===== src/rtl/div_pkg.sv =====
// rtl/div_pkg.sv - shared types and constants for the 40-by-8 sequential divider
package div_pkg;

    typedef enum logic [1:0] {
        IDLE = 2'd0,
        RUN  = 2'd1,
        DONE = 2'd2
    } state_t;

    localparam int Q_W   = 32;
    localparam int D_W   = 8;
    localparam int P_W   = Q_W + D_W;
    localparam int CNT_W = $clog2(Q_W);

    localparam logic [Q_W-1:0] Q_ERR = '1;
    localparam logic [D_W-1:0] R_ERR = '1;

endpackage


===== src/rtl/div_step.sv =====
// rtl/div_step.sv - one combinational restoring-division iteration
module div_step
    import div_pkg::*;
(
    input  logic [D_W-1:0] prem,
    input  logic           in_bit,
    input  logic [D_W-1:0] divisor,
    output logic [D_W-1:0] prem_next,
    output logic           qbit
);

    logic [D_W:0]   trial;
    logic [D_W-1:0] diff;

    assign trial = {prem, in_bit};
    assign qbit  = (trial >= {1'b0, divisor});
    // When the subtraction is taken the true result is below divisor, so the
    // low D_W bits of the modular difference are exact.
    assign diff      = trial[D_W-1:0] - divisor;
    assign prem_next = qbit ? diff : trial[D_W-1:0];

endmodule


===== src/rtl/seq_div_40by8.sv =====
// rtl/seq_div_40by8.sv - radix-2 restoring divider, 40-bit dividend by 8-bit divisor
module seq_div_40by8
    import div_pkg::*;
(
    input  logic           clk,
    input  logic           rst,
    input  logic           start,
    input  logic [P_W-1:0] dividend,
    input  logic [D_W-1:0] divisor,
    output logic           ready,
    output logic           done,
    output logic [Q_W-1:0] quotient,
    output logic [D_W-1:0] remainder,
    output logic           div_by_zero,
    output logic           overflow
);

    state_t           state;
    state_t           state_nxt;
    logic [D_W-1:0]   dvs_r;
    logic [D_W-1:0]   prem_r;
    logic [Q_W-1:0]   dlo_r;
    logic [Q_W-1:0]   qacc_r;
    logic [CNT_W-1:0] cnt_r;
    logic [D_W-1:0]   step_prem;
    logic             step_qbit;
    logic             in_div0;
    logic             in_ovf;

    assign in_div0 = (divisor == '0);
    // Quotient fits in Q_W bits only if the top dividend byte is below divisor.
    assign in_ovf  = (dividend[P_W-1:Q_W] >= divisor);

    div_step u_step (
        .prem      (prem_r),
        .in_bit    (dlo_r[Q_W-1]),
        .divisor   (dvs_r),
        .prem_next (step_prem),
        .qbit      (step_qbit)
    );

    always_ff @(posedge clk) begin
        if (rst) begin
            state <= IDLE;
        end else begin
            state <= state_nxt;
        end
    end

    always_comb begin
        state_nxt = state;
        ready     = 1'b0;
        done      = 1'b0;
        case (state)
            IDLE: begin
                ready = 1'b1;
                if (start) begin
                    state_nxt = (in_div0 || in_ovf) ? DONE : RUN;
                end
            end
            RUN: begin
                if (cnt_r == '0) begin
                    state_nxt = DONE;
                end
            end
            DONE: begin
                done      = 1'b1;
                state_nxt = IDLE;
            end
            default: state_nxt = IDLE;
        endcase
    end

    always_ff @(posedge clk) begin
        if (rst) begin
            dvs_r       <= '0;
            prem_r      <= '0;
            dlo_r       <= '0;
            qacc_r      <= '0;
            cnt_r       <= '0;
            quotient    <= '0;
            remainder   <= '0;
            div_by_zero <= 1'b0;
            overflow    <= 1'b0;
        end else begin
            case (state)
                IDLE: begin
                    if (start) begin
                        dvs_r  <= divisor;
                        prem_r <= dividend[P_W-1:Q_W];
                        dlo_r  <= dividend[Q_W-1:0];
                        qacc_r <= '0;
                        cnt_r  <= CNT_W'(Q_W - 1);
                        // Zero divisor takes precedence over overflow.
                        if (in_div0) begin
                            quotient    <= Q_ERR;
                            remainder   <= R_ERR;
                            div_by_zero <= 1'b1;
                            overflow    <= 1'b0;
                        end else if (in_ovf) begin
                            quotient    <= Q_ERR;
                            remainder   <= R_ERR;
                            div_by_zero <= 1'b0;
                            overflow    <= 1'b1;
                        end
                    end
                end
                RUN: begin
                    prem_r <= step_prem;
                    dlo_r  <= {dlo_r[Q_W-2:0], 1'b0};
                    qacc_r <= {qacc_r[Q_W-2:0], step_qbit};
                    cnt_r  <= cnt_r - 1'b1;
                    if (cnt_r == '0) begin
                        quotient    <= {qacc_r[Q_W-2:0], step_qbit};
                        remainder   <= step_prem;
                        div_by_zero <= 1'b0;
                        overflow    <= 1'b0;
                    end
                end
                default: ;
            endcase
        end
    end

endmodule


===== config.mk =====
export PLATFORM = sky130hd
export DESIGN_NAME = seq_div_40by8
export DESIGN_NICKNAME = d
export VERILOG_FILES = /design/src/rtl/div_pkg.sv /design/src/rtl/div_step.sv /design/src/rtl/seq_div_40by8.sv
export SDC_FILE = /design/constraint.sdc
export NUM_CORES = 1
export LEC_CHECK = 0
export BUFFER_PORTS_ARGS = -buffer_cell sky130_fd_sc_hd__buf_2
export CORE_UTILIZATION = 40
export CTS_CLUSTER_SIZE = 20
export DETAILED_ROUTE_END_ITERATION = 8
export GPL_TIMING_DRIVEN = 0
export PLACE_DENSITY_LB_ADDON = 0.12
export SYNTH_ARGS = -nofsm -noshare
export SYNTH_HDL_FRONTEND = slang
export SYNTH_SLANG_ARGS = --single-unit

===== constraint.sdc =====
create_clock -name clk -period 3.16 [get_ports clk]
set_clock_uncertainty 0.15 [all_clocks]
set_input_delay 0.158 -clock clk [delete_from_list [all_inputs] [get_ports clk]]
set_output_delay 0.158 -clock clk [all_outputs]
set_load 0.02 [all_outputs]

==> flow_summary.yaml <==
outcome:
  status: "completed"
worst_setup_path:
  cp-end-kind: "register"
  crit_path_start_kind: "register"
  path_max_fanout: 2
  path_class: "reg2reg"
  required_ns: 3.28
  critPathArrivalTime_ns: 2.93
sta:
  min_period_over_period_pct: 88.8
  holdWs_ns: 0.00906
  rsz0062_at_grt: "no"
  relSlewSlack_pct: 53.5
  worst_slew_pin_slew_ns: 0.698
  period_needed_ns: 2.81
  fmax_mhz: 356
  finalHoldViolations: 0
  tns_ns: 0
  slew_violations: 0
  setup_viol_count_final: 0
floorplan:
  start_util_pct: 41.5
  dieArea_um2: 15100
  ios: 95
  die_h_um: 123
  die_width_um: 123
  coreArea_um2: 14100
  rows: 43
pwr:
  clockPowerShare_pct: 31.2
  combPwrFrac_pct: 35.2
  total_power_uw: 6180
  p_int_uw: 3930
  irDropWorstVdd_v: 0.000449
  p_sw_uw: 2250
  power_frac_seq_pct: 33.6
  switching_share_pct: 36.4
  power.density_nw_per_um2: 814
  p_leak_uw: 0.00316
clocking:
  cts.htree.levels: 4
  worst_skew_pair.late_latency_ns: 0.42
  cts_buffers: 17
  clock-root-buffer: "clkbuf_16"
  cts.sinks: 128
  cts_buffer_depth: 2
  cts.reportedPaths.clkPinSlew_ns: 0.06
  cts_tree: "yes"
  post_cts_resized: 0
yosys:
  async_flop_share_pct: 0
  synth.area.top_cells: "dfxtp_1 (44%), nor2_1 (10%), a211oi_2 (6.2%)"
  synth.area.mux_share_pct: 0.171
  synth_ff_type: "dfxtp_1"
  synth_area_per_cell_um2: 8.61
  synthAdderAreaFrac_pct: 4.19
  yosys_warnings: 0
  syn_inst: 679
  synth_top_area_share_pct: 43.8
  synth_compound_area_share_pct: 25.4
  yosys.area.top_type: "dfxtp_1"
  synth_top_family_by_area: "compound AO/OA/AOI/OAI gates"
  syn_area_um2: 5850
  synth_nets: 749
  yosysUniqueCellTypes: 56
  synth_xor_area_share_pct: 0.899
  synth_edf_count: 0
  ys_ff_latch: 128
  ys_seq_area_share_pct: 43.8
  synth-simple-area-share_pct: 19.9
layout:
  diodes: 0
  area_growth_pct: 29.8
  drive_above_1_share_pct: 20.6
  stdcell_count: 1030
  nets: 908
  fin_util_pct: 53.8
flow_run:
  maxCapViolations: 0
global_route:
  grt_max_degree: 17
  grt_pass1_vias: 5248
  grt_overflow_total: 0
  grtUsageTotal_pct: 22.5
  grt_first_pass_wirelength_um: 26000
  antenna_found_initial: 0
placed_design:
  dp_hpwl_um: 11500
  dp_cells: 952
  io_buffer_count: 93
  gp_congestion: 0.858
drt:
  first_pass_iters: 6
  viasPerCell: 5.31
  avgRoutedWirePerCell_um: 15.7
  vias: 5473
  routed_wl_um: 16200
  drtIter0Drc: 216
  drc: 0
  detail-route-antenna-nets: 0
worst_hold_path:
  hold_class: "in2reg"
## final timing paths
path / to / cells after the start / slack [ns] / startpoint
min: dvs_r[1] / 4 / 0.009 / start
min reg2reg: dvs_r[7] / 2 / 0.32 / dvs_r[7]
max reg2reg: remainder[6] / 9 / 0.35 / dlo_r[31]
max: remainder[6] / 9 / 0.35 / dlo_r[31]
## final cells by class
| class | count | area, um^2 |
|---|---|---|
| timing repair buffer | 140 | 936 |
| multi-input combinational | 477 | 2960 |
| inverter | 19 | 71.3 |
| clock inverter | 9 | 106 |
| sequential | 128 | 2560 |
| tap | 180 | 225 |
| clock buffer | 22 | 474 |
| fill | 1300 | 6510 |
| buffer | 55 | 259 |
## synthesized netlist by cell type (all sizes together) (18+ instances only)
cell type and number:
a22oi 32, nand2 90, nor2 156, a311oi 32, clkbuf 37, ha 18, a211oi 49, dfxtp 128
buf 18, a21oi 24, inv 19
## per-stage QoR
stage | cell area [um^2] | setup slack, ns
2_1_floorplan | 5850 | 0.828
3_3_place_gp | 6540 | 0.436
3_5_place_dp | 6540 | 0.368
4_1_cts | 7590 | 0.359
5_1_grt | 7590 | 0.293
6_report | 7590 | 0.353
## placed cells by master (no fill, tap or decap), drive strengths merged, types with 3 or more instances in the layout
cell type / n
nor2: 156
dfxtp: 128
buf: 111
nand2: 90
clkbuf: 59
a211oi: 49
dlygate4sd3: 47
a311oi: 32
a22oi: 32
a21oi: 24
inv: 20
ha: 18
nand3b: 7
o41ai: 7
nand2b: 6
nor2b: 4
o21a: 3
nand3: 3
xnor2: 3
xor2: 3
clkinv: 3
clkinvlp: 3
and2: 3
o31ai: 3
## metal layers
layer  up-vias  wire length (um)  GRT usage [%]
met2       143              7920           37.4
met5         -                 0              0
met1      2585              7120           27.1
met3        34               732           5.63
met4         0               447           10.5
li1       2711                 -              -
## flip-flops by register name, summed over array words and instances (netlist names)
| signal | flops |
|---|---|
| cnt_r | 5 |
| div_by_zero | 1 |
| dlo_r | 32 |
| dvs_r | 8 |
| overflow | 1 |
| prem_r | 8 |
| qacc_r | 31 |
| quotient | 32 |
| remainder | 8 |
| state | 2 |
## logic make-up after synthesis
group / Yosys count
adder cells (fa/ha/maj): 19
flip-flops: 128
AO/OA/AOI/OAI: 170
AND/OR/NAND/NOR: 281
XOR/XNOR: 6
multiplexers: 1
buffers and inverters: 74
## power by group through the flow
stage / Combinational (uW) / Sequential [uW] / Clock [uW]
floorplan: 1400 / 2240 / 0
global placement: 2090 / 2090 / 0
detailed placement: 2130 / 2100 / 0
CTS: 2180 / 2070 / 1960
global route: 2380 / 2100 / 2040
finish: 2180 / 2070 / 1930
## repair_timing
item                                   4_1_cts  5_1_grt
setup buffers                                0        0
hold buffers                                47        0
endpoints found under the hold margin       47        0
## critical path: stages (launching register included)
cell      delay (ns)
dfxtp_1         0.33
inv_1           0.07
ha_1            0.21
fa_1            0.41
nand2b_1        0.19
a21boi_0        0.38
mux2i_1         0.23
a22oi_1         0.09
a211oi_1        0.49
a211oi_2        0.13
No activity file was read; power rests on OpenSTA's default activity.
